<file path="src/rtl/pipelined_barrel_shifter.sv">
// Pipelined log-shifter (SLL/SRL/SRA/ROL) with valid/ready flow control and a sideband tag.
// Define BSH_STICKY_EN to build the sticky (shifted-out OR) path for SRL/SRA.
module pipelined_barrel_shifter #(
    parameter int WIDTH       = 64,
    parameter int LVL_PER_STG = 2,
    parameter int TAG_W       = 4
) (
    input  logic                     clk,
    input  logic                     rst_n,
    input  logic                     in_valid,
    output logic                     in_ready,
    input  logic [WIDTH-1:0]         in_data,
    input  logic [$clog2(WIDTH)-1:0] in_shamt,
    input  logic [1:0]               in_mode,
    input  logic [TAG_W-1:0]         in_tag,
    output logic                     out_valid,
    input  logic                     out_ready,
    output logic [WIDTH-1:0]         out_data,
    output logic [TAG_W-1:0]         out_tag,
    output logic                     out_sticky
);

    localparam int SHW    = $clog2(WIDTH);
    localparam int STAGES = (SHW + LVL_PER_STG - 1) / LVL_PER_STG;

    localparam logic [1:0] MODE_SLL = 2'b00;
    localparam logic [1:0] MODE_SRL = 2'b01;
    localparam logic [1:0] MODE_SRA = 2'b10;

    logic w_adv;

    function automatic logic [WIDTH-1:0] shift_lvl(input logic [WIDTH-1:0] d,
                                                    input logic [1:0]       m,
                                                    input int               k);
        int amt;
        amt = 1 << k;
        case (m)
            MODE_SLL: shift_lvl = d << amt;
            MODE_SRL: shift_lvl = d >> amt;
            MODE_SRA: shift_lvl = $unsigned($signed(d) >>> amt);
            default:  shift_lvl = (d << amt) | (d >> (WIDTH - amt));
        endcase
    endfunction

`ifdef BSH_STICKY_EN
    // Bits falling off the bottom of a right shift at level k are d[2^k-1:0].
    function automatic logic lost_lvl(input logic [WIDTH-1:0] d,
                                      input logic [1:0]       m,
                                      input int               k);
        logic [WIDTH-1:0] one;
        one    = '0;
        one[0] = 1'b1;
        if (m == MODE_SRL || m == MODE_SRA)
            lost_lvl = |(d & ((one << (1 << k)) - one));
        else
            lost_lvl = 1'b0;
    endfunction
`endif

    // Whole pipeline advances together; a full output slot only blocks when not being drained.
    assign w_adv    = !out_valid || out_ready;
    assign in_ready = w_adv;

    for (genvar s = 0; s < STAGES; s++) begin : g_stg
        localparam int LO = s * LVL_PER_STG;
        localparam int HI = (LO + LVL_PER_STG < SHW) ? (LO + LVL_PER_STG) : SHW;

        logic                  w_vld_in;
        logic [WIDTH-1:0]      w_data_in;
        logic [1:0]            w_mode_in;
        logic [SHW-LO-1:0]     w_shamt_in;
        logic [TAG_W-1:0]      w_tag_in;
        logic [WIDTH-1:0]      w_data_nxt;
        logic                  r_vld;
        logic [WIDTH-1:0]      r_data;
        logic [TAG_W-1:0]      r_tag;
`ifdef BSH_STICKY_EN
        logic                  w_stk_in;
        logic                  w_stk_nxt;
        logic                  r_stk;
`endif

        // Each stage only sees the shift-amount bits it has not yet consumed.
        if (s == 0) begin : g_src
            assign w_vld_in   = in_valid;
            assign w_data_in  = in_data;
            assign w_mode_in  = in_mode;
            assign w_shamt_in = in_shamt;
            assign w_tag_in   = in_tag;
`ifdef BSH_STICKY_EN
            assign w_stk_in   = 1'b0;
`endif
        end else begin : g_src
            assign w_vld_in   = g_stg[s-1].r_vld;
            assign w_data_in  = g_stg[s-1].r_data;
            assign w_mode_in  = g_stg[s-1].g_ctl.r_mode;
            assign w_shamt_in = g_stg[s-1].g_ctl.r_shamt;
            assign w_tag_in   = g_stg[s-1].r_tag;
`ifdef BSH_STICKY_EN
            assign w_stk_in   = g_stg[s-1].r_stk;
`endif
        end

`ifdef BSH_STICKY_EN
        always_comb begin
            w_data_nxt = w_data_in;
            w_stk_nxt  = w_stk_in;
            for (int j = 0; j < HI - LO; j++) begin
                if (w_shamt_in[j]) begin
                    w_stk_nxt  = w_stk_nxt | lost_lvl(w_data_nxt, w_mode_in, LO + j);
                    w_data_nxt = shift_lvl(w_data_nxt, w_mode_in, LO + j);
                end
            end
        end

        always_ff @(posedge clk or negedge rst_n) begin
            if (!rst_n)
                r_stk <= 1'b0;
            else if (w_adv)
                r_stk <= w_stk_nxt;
        end
`else
        always_comb begin
            w_data_nxt = w_data_in;
            for (int j = 0; j < HI - LO; j++) begin
                if (w_shamt_in[j])
                    w_data_nxt = shift_lvl(w_data_nxt, w_mode_in, LO + j);
            end
        end
`endif

        // ---- stage register boundary ----
        always_ff @(posedge clk or negedge rst_n) begin
            if (!rst_n) begin
                r_vld  <= 1'b0;
                r_data <= '0;
                r_tag  <= '0;
            end else if (w_adv) begin
                r_vld  <= w_vld_in;
                r_data <= w_data_nxt;
                r_tag  <= w_tag_in;
            end
        end

        if (HI < SHW) begin : g_ctl
            logic [1:0]        r_mode;
            logic [SHW-HI-1:0] r_shamt;

            always_ff @(posedge clk or negedge rst_n) begin
                if (!rst_n) begin
                    r_mode  <= '0;
                    r_shamt <= '0;
                end else if (w_adv) begin
                    r_mode  <= w_mode_in;
                    r_shamt <= w_shamt_in[SHW-LO-1:HI-LO];
                end
            end
        end
    end

    assign out_valid = g_stg[STAGES-1].r_vld;
    assign out_data  = g_stg[STAGES-1].r_data;
    assign out_tag   = g_stg[STAGES-1].r_tag;
`ifdef BSH_STICKY_EN
    assign out_sticky = g_stg[STAGES-1].r_stk;
`else
    assign out_sticky = 1'b0;
`endif

endmodule

</file>
<file path="config.mk">
export PLATFORM = sky130hd
export DESIGN_NAME = pipelined_barrel_shifter
export DESIGN_NICKNAME = d
export VERILOG_FILES = /design/src/rtl/pipelined_barrel_shifter.sv
export SDC_FILE = /design/constraint.sdc
export NUM_CORES = 1
export LEC_CHECK = 0
export CORE_MARGIN = 4
export CORE_UTILIZATION = 46
export DETAILED_ROUTE_END_ITERATION = 8
export PLACE_DENSITY = 0.66
export RECOVER_POWER = 100
export SLEW_MARGIN = 20
export SYNTH_ARGS = -nofsm -noshare
export SYNTH_HDL_FRONTEND = slang
export SYNTH_SLANG_ARGS = --single-unit
</file>
<file path="constraint.sdc">
create_clock -name clk -period 7.7 [get_ports clk]
set_input_delay 2.31 -clock clk [delete_from_list [all_inputs] [get_ports clk]]
set_output_delay 2.31 -clock clk [all_outputs]
set_load 0.1 [all_outputs]
</file>
# After elaboration in Yosys (flattened, before gate mapping)
# Index checks and enable logic that the tools add are counted.
[word_totals]
out_inout_bits = 71
in_bits = 80
ff_bits = 217
word_cells = 42
[classes]
n_eq_ne = 6
bitwise = 6
n_mux = 12
n_reduce_logical = 5
[op_table]
columns = ["op", "count"]
rows = [
  ["$pmux W64 S3", 6],
  ["$mux W64", 6],
  ["$or A64 B1 Y64", 1],
  ["$or A64 B16 Y64", 1],
  ["$or A64 B2 Y64", 1],
  ["$or A64 B32 Y64", 1],
  ["$or A64 B4 Y64", 1],
  ["$or A64 B8 Y64", 1],
  ["$eq A2 B1 Y1 const B", 3],
  ["$eq A2 B2 Y1 const B", 3],
  ["$logic_not A2 Y1", 3],
  ["$logic_not A1 Y1", 1],
  ["$logic_or A1 B1 Y1", 1],
]

# Logic depth before layout (Yosys ltp)
# Gate-level depths: netlist of run 1.
[logic_depth]
ltp_word = 6
mapped_depth = 8
mapped_depth_nobuf = 5

# Least setup slack after synthesis of run 1
# No wires, ideal clock.
[synth_path]
path_kind = "input -> output"
start = "input out_ready"
end = "output in_ready"
stages = 6
arrival_ns = 4.106
required_time_ns = 5.390
path_buffers = 4
path_slack_ns = 1.284
path_cell_list = "nor2b_1 -> buf_2 -> inv_1 -> buf_2 -> buf_1 -> buf_1"
[synth_via]
elab_chain_cells = 1
[synth_lines]
columns = ["element", "line_no", "rtl"]
rows = [
  ["from (decl)", "17", "input logic out_ready,"],
  ["$logic_or A1 B1 Y1", "61", "assign w_adv = !out_valid || out_ready;"],
  ["to (decl)", "11", "output logic in_ready,"],
]
# Every way passes these cells.

# Final worst setup path of run 1
[layout_path]
start = "input out_ready"
end = "register g_stg[0].r_data[2]"
[layout_via]
elab_chain_cells = 1
[layout_lines]
columns = ["element", "line_no", "rtl"]
rows = [
  ["$logic_or A1 B1 Y1", "61", ""],
  ["to (signal assigned)", "140", "r_data <= w_data_nxt;"],
  ["to (decl)", "75", "logic [WIDTH-1:0] r_data;"],
]
# Every way passes these cells.
# A chain may end at the register's enable or synchronous reset.

==> impl_metrics.csv, run 1 <==
group,metric,value,unit
outcome,outcome,"finished with violations",
outcome,violations,"capacitance limit, slew limit",
grt,grt_pass1_vias,15188,
critical_path,critPathArrivalTime,6.78,ns
worst_hold_path,hp-start,"out_tag[3]",
synth,syn_nets,1940,
clock_network,clock-sinks,217,
pwr,p_int,4.07,mW
critical_path,path_max_fanout,59,
grt,antenna_found_initial,0,
layout,multi_input_area,11000,µm²
clock_network,ctsLongestPathBuffers,3,
layout,final-seq-area,5440,µm²
critical_path,crit_buf_inv,5,
place,dpl.cell_count,2328,
clock_network,cts_tree,"yes",
synth,yosysTopAreaCellShare,31.3,%
clock_network,insertion_delay,0.56,ns
routing,viasPerCell,6.70,
timing,period_share,81.7,%
place,preCtsSetupSlack,2.19,ns
timing,timing.setup.tns,0,ns
clock_network,post_cts_buffers,0,
layout,fin_area,19600,µm²
pwr,ir_drop,0.000259,V
routing,ant_nets,0,
synth,syn_area_per_cell,9.33,µm²
critical_path,critPathSlowestCell,"clkbuf_1",
pwr,leakage,8.31,nW
critical_path,worst-path-stages,9,
floorplan,core_area,37000,µm²
place,portBuffers,149,
routing,wire_per_inst,25.0,µm
synth,synth_cell_types,56,
clock_network,h-tree-depth,1,
pwr,power_frac_clock,14.4,%
critical_path,r2r_start,"out_valid",
timing,grt_setup_unrepaired,"no",
synth,synth_top_area_cell,"dfrtp_1",
synth,synthFlopType,"dfrtp_1",
clock_network,path_clk_slew,0.06,ns
place,gp_congestion,0.873,
routing,drt_pass1_iterations,6,
clock_network,cts_buffers,27,
critical_path,cp_top_family,"buffers and inverters",
timing,layout_setup_ws,1.41,ns
worst_hold_path,min_path_cells,2,
grt,grt_max_degree,131,
timing,period_needed,6.29,ns
routing,route.detailed.drc,0,
pwr,sw_frac_of_total,53.1,%
layout,syn_to_final_growth,13.1,%
pwr,power.density,442,nW/µm²
pwr,power_switching,4.61,mW
floorplan,rows,70,
timing,final_hold_viol_count,0,
floorplan,dieArea,40900,µm²
grt,gr-total-overflow,0,
place,dp_hpwl,40.5,mm
timing,slew_viol_final,323,
synth,synth_edf_count,0,
pwr,power,8.68,mW
critical_path,rr_endpoint,"g_stg[0].r_data[2]",
critical_path,max_stage_delay,1.85,ns
critical_path,cp_common_cell,"buf_4",
synth,synth_area_leaders,"dfrtp_1, mux2i_1, mux4_2",
clock_network,post_cts_resized,0,
run,cap_violations,5,
pwr,p_comb_share,55.8,%
synth,syn_area,17400,µm²
timing,tightest_slew,3.06,ns
critical_path,cp_cell_sequence,"clkdlybuf4s50_1 -> nor2b_4 -> inv_1 -> clkbuf_1 -> buf_4 -> nand2b_2 -> buf_4 -> a211oi_1 -> a211o_1",
timing,max_freq,159,MHz
layout,n_fill_cell,3367,
routing,num_vias,15922,
critical_path,cp-end-kind,"register",
routing,routed_wl,59.5,mm
layout,finalNetCount,1933,
pwr,pwr-share-seq,29.8,%
critical_path,reg2reg_slack,3.23,ns
layout,stdcell_count,2378,
layout,diodes,0,
synth,yosysWarnings,0,
synth,ys_seq_elements,217,
synth,synth_most_common_cell,"nand2_1",
timing,slew_headroom,-104,%
synth,synth_common_cells,"nand2_1, dfrtp_1, mux2i_1",
timing,skew,0.0195,ns
worst_hold_path,hold_end,"out_tag[3]",
routing,first_iter_violations,1907,
synth,synth_seq_area_share,31.3,%
critical_path,cp.required,8.19,ns
place,placed_area,18800,µm²
clock_network,root_buffer,"clkbuf_16",
floorplan,dieHeight,202,µm
floorplan,initial_core_util,47.0,%
grt,grt_pass1_wl,92.8,mm
synth,synthArstFlopShare,100,%
clock_network,holdBufCountCts,0,
timing,finalSetupViolCount,0,
worst_hold_path,min_path_type,"reg2reg",
synth,postSynthCellCount,1860,
critical_path,critPathKind,"in2reg",
critical_path,cp-start-kind,"input port",
grt,track_usage,28.1,%
critical_path,r2r_cells,8,
floorplan,die_width,202,µm
layout,drive_gt1_share,13.0,%
floorplan,ios,151,
how the worst max path moves through the flow:
| stage | start | end |
|---|---|---|
| after floorplan | out_ready | in_ready |
| after global routing | out_ready | g_stg[0].r_data[2] |
| after detailed placement | out_ready | in_ready |
| final | out_ready | g_stg[0].r_data[2] |
| after global placement | out_ready | in_ready |
| after CTS | out_ready | in_ready |
stage by stage:
stage          hold WS (ns)  util [%]
6_report              0.455      53.1
4_1_cts               0.465      53.2
5_1_grt               0.486      53.1
3_5_place_dp          0.453      50.8
2_1_floorplan         0.430         -
3_3_place_gp          0.440      50.8
routing by layer:
metal	GRT usage, %	part of all wire, %	vias up
li1	-	-	7054
met1	40.4	42	7832
met2	42.8	45	890
met3	3.75	8.8	146
met4	11.7	4.5	0
met5	0	0	-
worst register-to-register path, delay by kind of cell (launching register included):
kind            cells  cell delay [ns]
simple gates        2             0.63
compound gates      2             0.38
buf+inv             4             3.01
flops               1             0.37
state kept, by name, summed over array words and instances, names as in the netlist:
signal	count
g_stg.r_data	128
out_data	64
g_stg.r_tag	8
g_stg.g_ctl.r_shamt	6
g_stg.g_ctl.r_mode	4
out_tag	4
g_stg.r_vld	2
out_valid	1
power groups by stage:
stage,clock network [mW],registers (mW),logic [mW]
after floorplan,0,3.24,2.78
after global placement,0,2.54,4.79
after detailed placement,0,2.57,4.87
after CTS,1.26,2.54,4.88
after global routing,1.31,2.61,5.16
final,1.25,2.58,4.85
cell type report:
| cell class | instances | share of cell area (%) |
|---|---|---|
| inverters | 6 | 0.115 |
| clock inverters | 12 | 0.363 |
| flip-flops and latches | 217 | 27.7 |
| multi-input cells | 1425 | 56.0 |
| well taps | 504 | 3.21 |
| repair buffers | 176 | 8.56 |
| clock buffers | 38 | 4.06 |
placed cells by master, fill, tap and decap left out, types with 22 or more instances in the layout:
cell type,n
nand2_1,281
a211oi_1,22
mux4_2,83
a22oi_1,63
mux2_2,62
nor2_1,138
a211o_1,98
o22ai_1,30
o21ai_0,34
and3_1,25
mux2i_1,200
clkdlybuf4s50_1,76
a21oi_1,55
a221oi_1,22
dlygate4sd3_1,70
dfrtp_1,215
o211ai_1,38
clkbuf_16,27
kinds of logic (layout without fill, tap and decap cells):
logic type / count (synthesis) / count (layout) / share of synthesized area [%]
xor+xnor: 4 / 4 / 0.396
buf+inv: 218 / 232 / 5.67
flops: 217 / 217 / 31.3
other cells: 1 / 1 / 0.0216
simple gates: 577 / 577 / 14.7
mux: 345 / 345 / 26.3
compound gates: 498 / 498 / 21.7
Note: power is estimated with default switching activity, not from simulation.
==> run 2, diff against run 1 <==
--- a/config.mk
+++ b/config.mk
@@ -8,7 +8,7 @@
 export CORE_MARGIN = 4
 export CORE_UTILIZATION = 46
 export DETAILED_ROUTE_END_ITERATION = 8
-export PLACE_DENSITY = 0.66
+export PLACE_DENSITY = 0.68
 export RECOVER_POWER = 100
 export SLEW_MARGIN = 20
 export SYNTH_ARGS = -nofsm -noshare
==> constraint.sdc (replaced) <==
create_clock -name clk -period 5.7 [get_ports clk]
set_input_delay 1.71 -clock clk [delete_from_list [all_inputs] [get_ports clk]]
set_output_delay 1.71 -clock clk [all_outputs]
set_load 0.1 [all_outputs]
==> impl_metrics.csv, run 2 (synthesized netlist as in run 1, its figures left out) <==
group,metric,value,unit
outcome,outcome,"finished with violations",
outcome,violations,"capacitance limit, slew limit",
layout,fin_area,19700,µm²
grt,track_usage,28.1,%
timing,slew_headroom,-87.7,%
timing,timing.setup.tns,0,ns
critical_path,critPathArrivalTime,2.86,ns
clock_network,h-tree-depth,1,
clock_network,post_cts_resized,0,
layout,syn_to_final_growth,13.6,%
clock_network,cts_buffers,28,
layout,final-seq-area,5440,µm²
timing,period_share,80.2,%
routing,route.detailed.drc,0,
timing,max_freq,219,MHz
run,cap_violations,3,
clock_network,holdBufCountCts,0,
routing,ant_nets,0,
place,portBuffers,149,
clock_network,ctsLongestPathBuffers,3,
floorplan,dieHeight,202,µm
pwr,power.density,599,nW/µm²
grt,grt_max_degree,160,
pwr,ir_drop,0.000351,V
routing,first_iter_violations,2054,
timing,final_hold_viol_count,0,
critical_path,path_max_fanout,2,
layout,multi_input_area,11000,µm²
worst_hold_path,min_path_type,"reg2reg",
clock_network,cts_tree,"yes",
floorplan,core_area,37000,µm²
routing,viasPerCell,6.73,
layout,drive_gt1_share,12.5,%
grt,antenna_found_initial,0,
critical_path,cp-end-kind,"output port",
routing,routed_wl,59.6,mm
layout,final_cell_mix,"nand2_1, dfrtp_1, mux2i_1",
layout,largest_register_ffs,128,
floorplan,dieArea,40900,µm²
place,placed_area,18900,µm²
place,dp_hpwl,39.6,mm
clock_network,post_cts_buffers,0,
layout,n_fill_cell,3352,
critical_path,cp.required,3.99,ns
floorplan,ios,151,
clock_network,clock-sinks,217,
grt,gr-total-overflow,0,
clock_network,insertion_delay,0.55,ns
worst_hold_path,min_path_cells,2,
layout,finalNetCount,1936,
critical_path,critPathKind,"in2out",
floorplan,initial_core_util,47.0,%
place,gp_congestion,0.918,
routing,drt_pass1_iterations,5,
timing,period_needed,4.57,ns
floorplan,rows,70,
clock_network,root_buffer,"clkbuf_16",
timing,grt_setup_unrepaired,"no",
layout,diodes,0,
routing,num_vias,15990,
grt,grt_pass1_wl,93.1,mm
pwr,power,11.8,mW
timing,skew,0.0156,ns
clock_network,path_clk_slew,0.06,ns
floorplan,die_width,202,µm
timing,tightest_slew,2.81,ns
pwr,leakage,8.34,nW
grt,grt_pass1_vias,15157,
critical_path,r2r_cells,7,
critical_path,cp-start-kind,"input port",
layout,regMostFlops,"g_stg.r_data",
routing,wire_per_inst,25.1,µm
timing,finalSetupViolCount,0,
timing,slew_viol_final,220,
layout,layout_commonest_cell,"nand2_1",
## run 2: cell types whose count changed in the layout (fill, tap and decap cells not counted), sizes merged, moves of 2 or more
cell,delta
clkinvlp,-2
clkbuf,+7
bufinv,+2
clkinv,-8
## run 2: cell type report
class	instances	area share (%)
multi-input combinational	1425	55.7
sequential	217	27.6
timing repair buffer	178	8.85
clock buffer	44	4.27
tap	504	3.20
clock inverter	3	0.342
inverter	6	0.114
## run 2: per-layer routing
layer	track usage [%]	part of all wire [%]
met5	0	0
met2	42.5	44
met3	4.36	9.5
met4	10.8	4.2
met1	40.9	42
## run 2: worst max-delay path, cell delays in order
cell and delay (ns):
dlygate4sd3_1 0.53, nor2b_1 0.25, inv_1 0.17, buf_12 0.20
## run 2: worst paths after layout
kind	slack, ns	end	from
setup / recovery	1.13	in_ready	out_ready
hold / removal	0.46	out_tag[3]	out_tag[3]
setup reg to reg	2.62	g_stg[1].r_data[4]	out_valid
hold reg to reg	0.46	out_tag[3]	out_tag[3]
max in group asynchronous	1.60	g_stg[0].g_ctl.r_shamt[0]	rst_n
min in group asynchronous	2.07	out_data[28]	rst_n
## run 2: where the power goes
group | internal [mW] | switching, mW | leakage, nW
Combinational | 2.36 | 4.23 | 5.28
Clock | 1.09 | 0.673 | 0.440
Sequential | 2.17 | 1.28 | 2.62
Total | 5.63 | 6.19 | 8.34
## run 2: through the flow
| stage | std cells | utilization (%) | hold WS (ns) | setup WS [ns] |
|---|---|---|---|---|
| after CTS | 2377 | 53.5 | 0.468 | 1.42 |
| after global routing | 2377 | 53.4 | 0.497 | 0.980 |
| after detailed placement | 2330 | 51.0 | 0.455 | 1.28 |
| final | 2377 | 53.4 | 0.457 | 1.13 |
| after global placement | 2330 | 51.0 | 0.450 | 1.33 |
| after floorplan | 1860 | - | 0.430 | 0.484 |
